$ cat src/rtl/axil_csr_slave_pkg.sv
// Shared AXI4-Lite constants and helpers for the CSR responder.
package axil_csr_slave_pkg;

    localparam int AXIL_DATA_BITS = 64;
    localparam int AXIL_ADDR_BITS = 32;

    localparam logic [1:0] AXI_RESP_OKAY   = 2'b00;
    localparam logic [1:0] AXI_RESP_SLVERR = 2'b10;

    function automatic logic [1:0] resp_for(input logic hit);
        return hit ? AXI_RESP_OKAY : AXI_RESP_SLVERR;
    endfunction

endpackage

$ cat src/rtl/axil_csr_wr_join.sv
// Joins independent AW and W beats into a single commit strobe with latched index/data/strobe.
module axil_csr_wr_join
    import axil_csr_slave_pkg::*;
#(
    parameter int DATA_BITS = AXIL_DATA_BITS,
    parameter int IDX_BITS  = 4
) (
    input  logic                   aclk,
    input  logic                   aresetn,
    input  logic [IDX_BITS-1:0]    aw_idx,
    input  logic                   awvalid,
    output logic                   awready,
    input  logic [DATA_BITS-1:0]   wdata,
    input  logic [DATA_BITS/8-1:0] wstrb,
    input  logic                   wvalid,
    output logic                   wready,
    input  logic                   b_busy_next,
    output logic                   commit,
    output logic [IDX_BITS-1:0]    c_idx,
    output logic [DATA_BITS-1:0]   c_data,
    output logic [DATA_BITS/8-1:0] c_strb
);

    logic aw_full, w_full, aw_full_next, w_full_next;
    logic aw_hs, w_hs;

    assign aw_hs  = awvalid && awready;
    assign w_hs   = wvalid && wready;
    assign commit = aw_full && w_full;

    always_comb begin
        aw_full_next = aw_full;
        w_full_next  = w_full;
        if (commit) begin
            aw_full_next = 1'b0;
            w_full_next  = 1'b0;
        end else begin
            if (aw_hs) aw_full_next = 1'b1;
            if (w_hs)  w_full_next  = 1'b1;
        end
    end

    // Readies are registered from next-state so they drop the cycle a latch fills
    // and stay low while a B response is pending.
    always_ff @(posedge aclk or negedge aresetn) begin
        if (!aresetn) begin
            aw_full <= 1'b0;
            w_full  <= 1'b0;
            awready <= 1'b0;
            wready  <= 1'b0;
            c_idx   <= '0;
            c_data  <= '0;
            c_strb  <= '0;
        end else begin
            aw_full <= aw_full_next;
            w_full  <= w_full_next;
            awready <= !aw_full_next && !b_busy_next;
            wready  <= !w_full_next && !b_busy_next;
            if (aw_hs) c_idx <= aw_idx;
            if (w_hs) begin
                c_data <= wdata;
                c_strb <= wstrb;
            end
        end
    end

endmodule

$ cat src/rtl/axil_csr_slave.sv
// AXI4-Lite CSR responder: RW control registers followed by RO status registers.
module axil_csr_slave
    import axil_csr_slave_pkg::*;
#(
    parameter int N_RW_REGS = 8,
    parameter int N_RO_REGS = 8,
    parameter int DATA_BITS = AXIL_DATA_BITS,
    parameter int ADDR_BITS = AXIL_ADDR_BITS,
    parameter int ADDR_LSB  = $clog2(DATA_BITS/8)
) (
    input  logic                           aclk,
    input  logic                           aresetn,
    input  logic [ADDR_BITS-1:0]           s_ctrl_awaddr,
    input  logic [2:0]                     s_ctrl_awprot,
    input  logic [3:0]                     s_ctrl_awqos,
    input  logic [3:0]                     s_ctrl_awregion,
    input  logic                           s_ctrl_awvalid,
    output logic                           s_ctrl_awready,
    input  logic [DATA_BITS-1:0]           s_ctrl_wdata,
    input  logic [DATA_BITS/8-1:0]         s_ctrl_wstrb,
    input  logic                           s_ctrl_wvalid,
    output logic                           s_ctrl_wready,
    output logic [1:0]                     s_ctrl_bresp,
    output logic                           s_ctrl_bvalid,
    input  logic                           s_ctrl_bready,
    input  logic [ADDR_BITS-1:0]           s_ctrl_araddr,
    input  logic [2:0]                     s_ctrl_arprot,
    input  logic [3:0]                     s_ctrl_arqos,
    input  logic [3:0]                     s_ctrl_arregion,
    input  logic                           s_ctrl_arvalid,
    output logic                           s_ctrl_arready,
    output logic [DATA_BITS-1:0]           s_ctrl_rdata,
    output logic [1:0]                     s_ctrl_rresp,
    output logic                           s_ctrl_rvalid,
    input  logic                           s_ctrl_rready,
    output logic [N_RW_REGS*DATA_BITS-1:0] ctrl_regs,
    output logic [N_RW_REGS-1:0]           ctrl_wr_pulse,
    input  logic [N_RO_REGS*DATA_BITS-1:0] stat_regs
);

    localparam int N_TOT     = N_RW_REGS + N_RO_REGS;
    localparam int IDX_BITS  = $clog2(N_TOT);
    localparam int STRB_BITS = DATA_BITS / 8;
    localparam logic [IDX_BITS:0] RW_END  = (IDX_BITS+1)'(N_RW_REGS);
    localparam logic [IDX_BITS:0] TOT_END = (IDX_BITS+1)'(N_TOT);

    logic [N_RW_REGS-1:0][DATA_BITS-1:0] regs;
    logic [N_RO_REGS-1:0][DATA_BITS-1:0] stat;
    logic [IDX_BITS-1:0]  aw_idx, ar_idx, c_idx;
    logic [DATA_BITS-1:0] c_data, rd_data;
    logic [STRB_BITS-1:0] c_strb;
    logic [1:0]           rd_resp;
    logic                 commit, wr_hit, bvalid_next, ar_hs;
    logic                 unused_ok;

    assign stat      = stat_regs;
    assign ctrl_regs = regs;
    assign aw_idx    = s_ctrl_awaddr[ADDR_LSB +: IDX_BITS];
    assign ar_idx    = s_ctrl_araddr[ADDR_LSB +: IDX_BITS];
    assign unused_ok = ^{s_ctrl_awaddr, s_ctrl_araddr, s_ctrl_awprot, s_ctrl_arprot,
                         s_ctrl_awqos, s_ctrl_arqos, s_ctrl_awregion, s_ctrl_arregion};

    axil_csr_wr_join #(
        .DATA_BITS (DATA_BITS),
        .IDX_BITS  (IDX_BITS)
    ) u_wr_join (
        .aclk        (aclk),
        .aresetn     (aresetn),
        .aw_idx      (aw_idx),
        .awvalid     (s_ctrl_awvalid),
        .awready     (s_ctrl_awready),
        .wdata       (s_ctrl_wdata),
        .wstrb       (s_ctrl_wstrb),
        .wvalid      (s_ctrl_wvalid),
        .wready      (s_ctrl_wready),
        .b_busy_next (bvalid_next),
        .commit      (commit),
        .c_idx       (c_idx),
        .c_data      (c_data),
        .c_strb      (c_strb)
    );

    assign wr_hit      = commit && ({1'b0, c_idx} < RW_END);
    assign bvalid_next = commit || (s_ctrl_bvalid && !s_ctrl_bready);

    always_comb begin
        ctrl_wr_pulse = '0;
        for (int i = 0; i < N_RW_REGS; i++)
            ctrl_wr_pulse[i] = wr_hit && (c_idx == IDX_BITS'(i));
    end

    always_ff @(posedge aclk or negedge aresetn) begin
        if (!aresetn) begin
            regs <= '0;
        end else if (wr_hit) begin
            for (int i = 0; i < N_RW_REGS; i++)
                for (int b = 0; b < STRB_BITS; b++)
                    if (c_idx == IDX_BITS'(i) && c_strb[b])
                        regs[i][b*8 +: 8] <= c_data[b*8 +: 8];
        end
    end

    always_ff @(posedge aclk or negedge aresetn) begin
        if (!aresetn) begin
            s_ctrl_bvalid <= 1'b0;
            s_ctrl_bresp  <= '0;
        end else begin
            s_ctrl_bvalid <= bvalid_next;
            if (commit) s_ctrl_bresp <= resp_for(wr_hit);
        end
    end

    // Read mux samples regs before any same-cycle commit lands, so reads see the old value.
    always_comb begin
        rd_data = '0;
        rd_resp = AXI_RESP_SLVERR;
        if ({1'b0, ar_idx} < RW_END) begin
            rd_resp = AXI_RESP_OKAY;
            for (int i = 0; i < N_RW_REGS; i++)
                if (ar_idx == IDX_BITS'(i)) rd_data = regs[i];
        end else if ({1'b0, ar_idx} < TOT_END) begin
            rd_resp = AXI_RESP_OKAY;
            for (int j = 0; j < N_RO_REGS; j++)
                if (ar_idx == IDX_BITS'(N_RW_REGS + j)) rd_data = stat[j];
        end
    end

    assign ar_hs = s_ctrl_arvalid && s_ctrl_arready;

    always_ff @(posedge aclk or negedge aresetn) begin
        if (!aresetn) begin
            s_ctrl_arready <= 1'b0;
            s_ctrl_rvalid  <= 1'b0;
            s_ctrl_rdata   <= '0;
            s_ctrl_rresp   <= '0;
        end else begin
            s_ctrl_arready <= !(ar_hs || (s_ctrl_rvalid && !s_ctrl_rready));
            if (ar_hs) begin
                s_ctrl_rvalid <= 1'b1;
                s_ctrl_rdata  <= rd_data;
                s_ctrl_rresp  <= rd_resp;
            end else if (s_ctrl_rready) begin
                s_ctrl_rvalid <= 1'b0;
            end
        end
    end

endmodule
$ cat config.mk
export PLATFORM = sky130hd
export DESIGN_NAME = axil_csr_slave
export DESIGN_NICKNAME = d
export VERILOG_FILES = /design/src/rtl/axil_csr_slave_pkg.sv /design/src/rtl/axil_csr_wr_join.sv /design/src/rtl/axil_csr_slave.sv
export SDC_FILE = /design/constraint.sdc
export NUM_CORES = 1
export LEC_CHECK = 0
export BUFFER_PORTS_ARGS = -buffer_cell sky130_fd_sc_hd__buf_2
export CAP_MARGIN = 20
export CORE_AREA = 2 2 496 498
export CTS_BUF_LIST = sky130_fd_sc_hd__clkbuf_4 sky130_fd_sc_hd__clkbuf_8 sky130_fd_sc_hd__clkbuf_16
export CTS_CLUSTER_DIAMETER = 30
export DETAILED_ROUTE_END_ITERATION = 7
export DIE_AREA = 0 0 498 500
export GPL_TIMING_DRIVEN = 0
export HOLD_SLACK_MARGIN = 0.08
export PLACE_DENSITY_LB_ADDON = 0.12
export SLEW_MARGIN = 40
export SYNTH_ARGS = -nofsm -noshare
export SYNTH_HDL_FRONTEND = slang
export SYNTH_SLANG_ARGS = --single-unit
export TNS_END_PERCENT = 100
$ cat constraint.sdc
create_clock -name aclk -period 3.1 [get_ports aclk]
set_clock_uncertainty 0.1 [all_clocks]
set_input_delay 0.465 -clock aclk [delete_from_list [all_inputs] [get_ports aclk]]
set_output_delay 0.465 -clock aclk [all_outputs]
set_load 0.01 [all_outputs]
==> flow_summary.ini <==
[run_status]
status = complete, no violations

[grt]
antenna_found_initial = 170
first_global_vias = 35600
grt_first_pass_wirelength_um = 392000
gr-total-overflow = 0
grt_start_max_net_pins = 88
grt.total_usage = 0.243

[job]
maxCapViolCount = 0

[logic_synthesis]
yosys_warnings = 0
synthTopCellsByArea = dfrtp_1, mux2_2, mux4_2, a21oi_1, o2bb2ai_1
seq_area_frac_synth = 0.492
syn_avg_cell_area_um2 = 12.5
syn_area_um2 = 33600
synth_top_flop_cell = dfrtp_1
async_flop_share = 1.00
synth_edf_count = 0
synth_common_cells = dfrtp_1, mux2_2, a21oi_1
yosysUniqueCellTypes = 42
yosysTopAreaCellShare = 0.492
synth_top_area_cell = dfrtp_1
ys_ff_latch = 660
synth_most_common_cell = dfrtp_1
synthCells = 2675

[power]
p_per_area_nw_per_um2 = 953
p_clk_frac = 0.465
p_leak_uw = 0.0272
p_int_uw = 35300
pwr-share-comb = 0.250
seqPwrFrac = 0.285
swShare = 0.346
vdd_ir_drop_max_mv = 0.475
p_sw_uw = 18700

[worst_setup_path]
r2r_start = s_ctrl_arready
worstPathCellList = buf_2 > buf_2 > buf_2 > buf_2 > clkbuf_2 > a21oi_1 > o221ai_1 > a31oi_1 > dlygate4sd3_1 > a2111o_1
critPathBufInv = 6
cp_max_fo = 10
slowest_stage = clkbuf_2
crit_family = buffers and inverters
crit_arrival_ns = 3.72
r2r_cells = 7
crit_path_max_incr_delay_ns = 0.60
cp-start-kind = primary input
crit_required_ns = 3.74
end_kind = flop
path_class = in -> reg
cp_common_cell = buf_2
rr_endpoint = s_ctrl_rdata[50]
regToRegSetupSlack_ns = 0.16

[detailed_routing]
vias = 34400
first_pass_iters = 5
drt_iter0_drc = 2517
drt_wl_total_um = 312000
wl_per_cell_um = 39.4
drt-vias-per-instance = 4.35
postRouteAntennaNets = 0
drcViolationCount = 0

[clock_network]
clock_latency_ns = 0.88
clockRootBuffer = clkbuf_16
htreeDepth = 4
cts_made_buffers = 240
cts_max_path_buffers = 3
clock-sinks = 660
cts_tree = yes
clk_pin_slew_ns = 0.04

[timing]
timing_hold_violations_final = 0
period_minus_slack_ns = 3.07
setup_viol = 0
rsz0062_at_grt = no
relSlewSlack = 0.392
drv_slew = 0
fin_crit_sh = 0.991
worst_slew_pin_slew_ns = 0.913
fmax_mhz = 325

[placed_design]
post-place-cells = 7137
hpwl_um = 256000
gp_congestion = 0.926
portBuffers = 1188

[min_path]
hold_depth = 4
min_path_type = in -> reg
hold_end = s_ctrl_rdata[41]
min_from = stat_regs[425]

[layout]
drive_gt1_frac = 0.566
layout.cells.non_filler = 7912
postLayoutCoreUtil = 0.232
syn_to_final_growth_pct = 68.8
fillers = 26500
final_nets = 5100

[die]
num_rows = 182
ios = 1270
initial_core_util = 0.137
die_w_um = 498
die_area_um2 = 249000
core_um2 = 244000
dieHeight_um = 500
-- area by class of cell --
class | instances | area, um^2 | area share
Inverter | 6 | 26.3 | 0.000464
Timing Repair Buffer | 1506 | 9810 | 0.173
Tap cell | 3220 | 4030 | 0.0711
Antenna cell | 57 | 143 | 0.00252
Clock inverter | 70 | 1070 | 0.0189
Sequential cell | 660 | 16500 | 0.291
Buffer | 200 | 1120 | 0.0198
Clock buffer | 384 | 7600 | 0.134
Multi-Input combinational cell | 1809 | 16300 | 0.288
-- tightest hold or removal path, delay by kind of cell --
kind            cells  cell delay [ns]
compound gates      3             0.52
buf+inv             1             0.08
-- sequential cells by signal (all words and copies together) (netlist names) --
| name | cells |
|---|---|
| ctrl_regs | 512 |
| s_ctrl_arready | 1 |
| s_ctrl_bresp | 1 |
| s_ctrl_bvalid | 1 |
| s_ctrl_rdata | 64 |
| s_ctrl_rvalid | 1 |
| u_wr_join.aw_full | 1 |
| u_wr_join.awready | 1 |
| u_wr_join.c_data | 64 |
| u_wr_join.c_idx | 4 |
| u_wr_join.c_strb | 8 |
| u_wr_join.w_full | 1 |
| u_wr_join.wready | 1 |
-- metal layers --
metal	share of wire	up-vias	wire length, um	GRT usage
li1	-	14000	-	-
met1	0.39	17800	123000	0.285
met2	0.48	1945	151000	0.418
met3	0.084	503	26300	0.0779
met4	0.037	76	11500	0.0830
met5	0.0015	-	465	0
-- worst max-delay path by stage --
| stage | from | cells after the start | endpoint | slack, ns |
|---|---|---|---|---|
| 6_report | s_ctrl_araddr[4] | 10 | s_ctrl_rdata[59] | 0.03 |
| 5_1_grt | u_wr_join.w_full | 6 | ctrl_wr_pulse[0] | 0.01 |
| 4_1_cts | s_ctrl_araddr[4] | 9 | s_ctrl_rdata[34] | 0.03 |
| 3_5_place_dp | s_ctrl_araddr[5] | 8 | s_ctrl_rdata[54] | -1.46 |
| 3_3_place_gp | aresetn | 1 | u_wr_join.c_data[45] | -15.53 |
| 2_1_floorplan | s_ctrl_araddr[4] | 7 | s_ctrl_rdata[14] | 0.94 |
-- cell usage in the layout, fill, tap and decap left out, drive strengths merged, types with 4 or more instances in the layout --
cell type	instances
a2bb2oi	21
o22ai	24
nor3	20
a211oi	6
bufinv	18
a2111o	15
mux2	655
mux4	84
mux2i	53
o221ai	68
a22oi	70
o211ai	52
nand3	25
o211a	21
o21ai	118
a22o	24
clkbuf	525
a31oi	19
clkinv	49
dfrtp	660
a21o	19
nor2b	25
dlygate4sd3	261
nor4	4
o2bb2ai	70
nand2	146
a2111oi	15
buf	1301
a21oi	156
inv	8
nand2b	35
a32oi	4
diode	57
and2	4
nor2	46
-- per-stage QoR --
| step | setup TNS [ns] | setup slack (ns) | instance area (um^2) | total power (uW) | hold WS, ns |
|---|---|---|---|---|---|
| after detailed placement | -62.98 | -1.46 | 45000 | 28700 | 0.263 |
| after global routing | 0 | 0.0113 | 56600 | 56000 | 0.100 |
| after CTS | 0 | 0.0296 | 56500 | 54600 | 0.0806 |
| after floorplan | 0 | 0.941 | 33600 | 19600 | 0.0694 |
| after global placement | - | -15.53 | 43500 | 28300 | 0.376 |
| final | 0 | 0.0265 | 56700 | 54000 | 0.135 |
-- repair_timing --
action / in CTS / in global routing
hold buffers: 262 / 0
endpoints found under the setup margin: 62 / 8
setup buffers: 3 / 1
resized for setup: 27 / 6
hold endpoints to repair: 346 / 0
pin swaps: 1 / 0
-- power by group through the flow --
stage / Clock [uW] / Sequential, uW / Combinational, uW
2_1_floorplan: 0 / 14900 / 4710
4_1_cts: 25500 / 15400 / 13700
6_report: 25100 / 15400 / 13500
3_5_place_dp: 0 / 15400 / 13300
5_1_grt: 26000 / 15800 / 14200
3_3_place_gp: 0 / 15400 / 13000
-- cell families (layout without fill, tap and decap cells) --
group / count (synthesis) / in the layout / synth area share
simple gates: 312 / 312 / 0.0447
compound gates: 702 / 702 / 0.146
mux: 792 / 792 / 0.292
flops: 660 / 660 / 0.492
buf+inv: 208 / 2166 / 0.0254
other cells: 1 / 60 / 0.000112
Power figures use the tool's default switching activity.
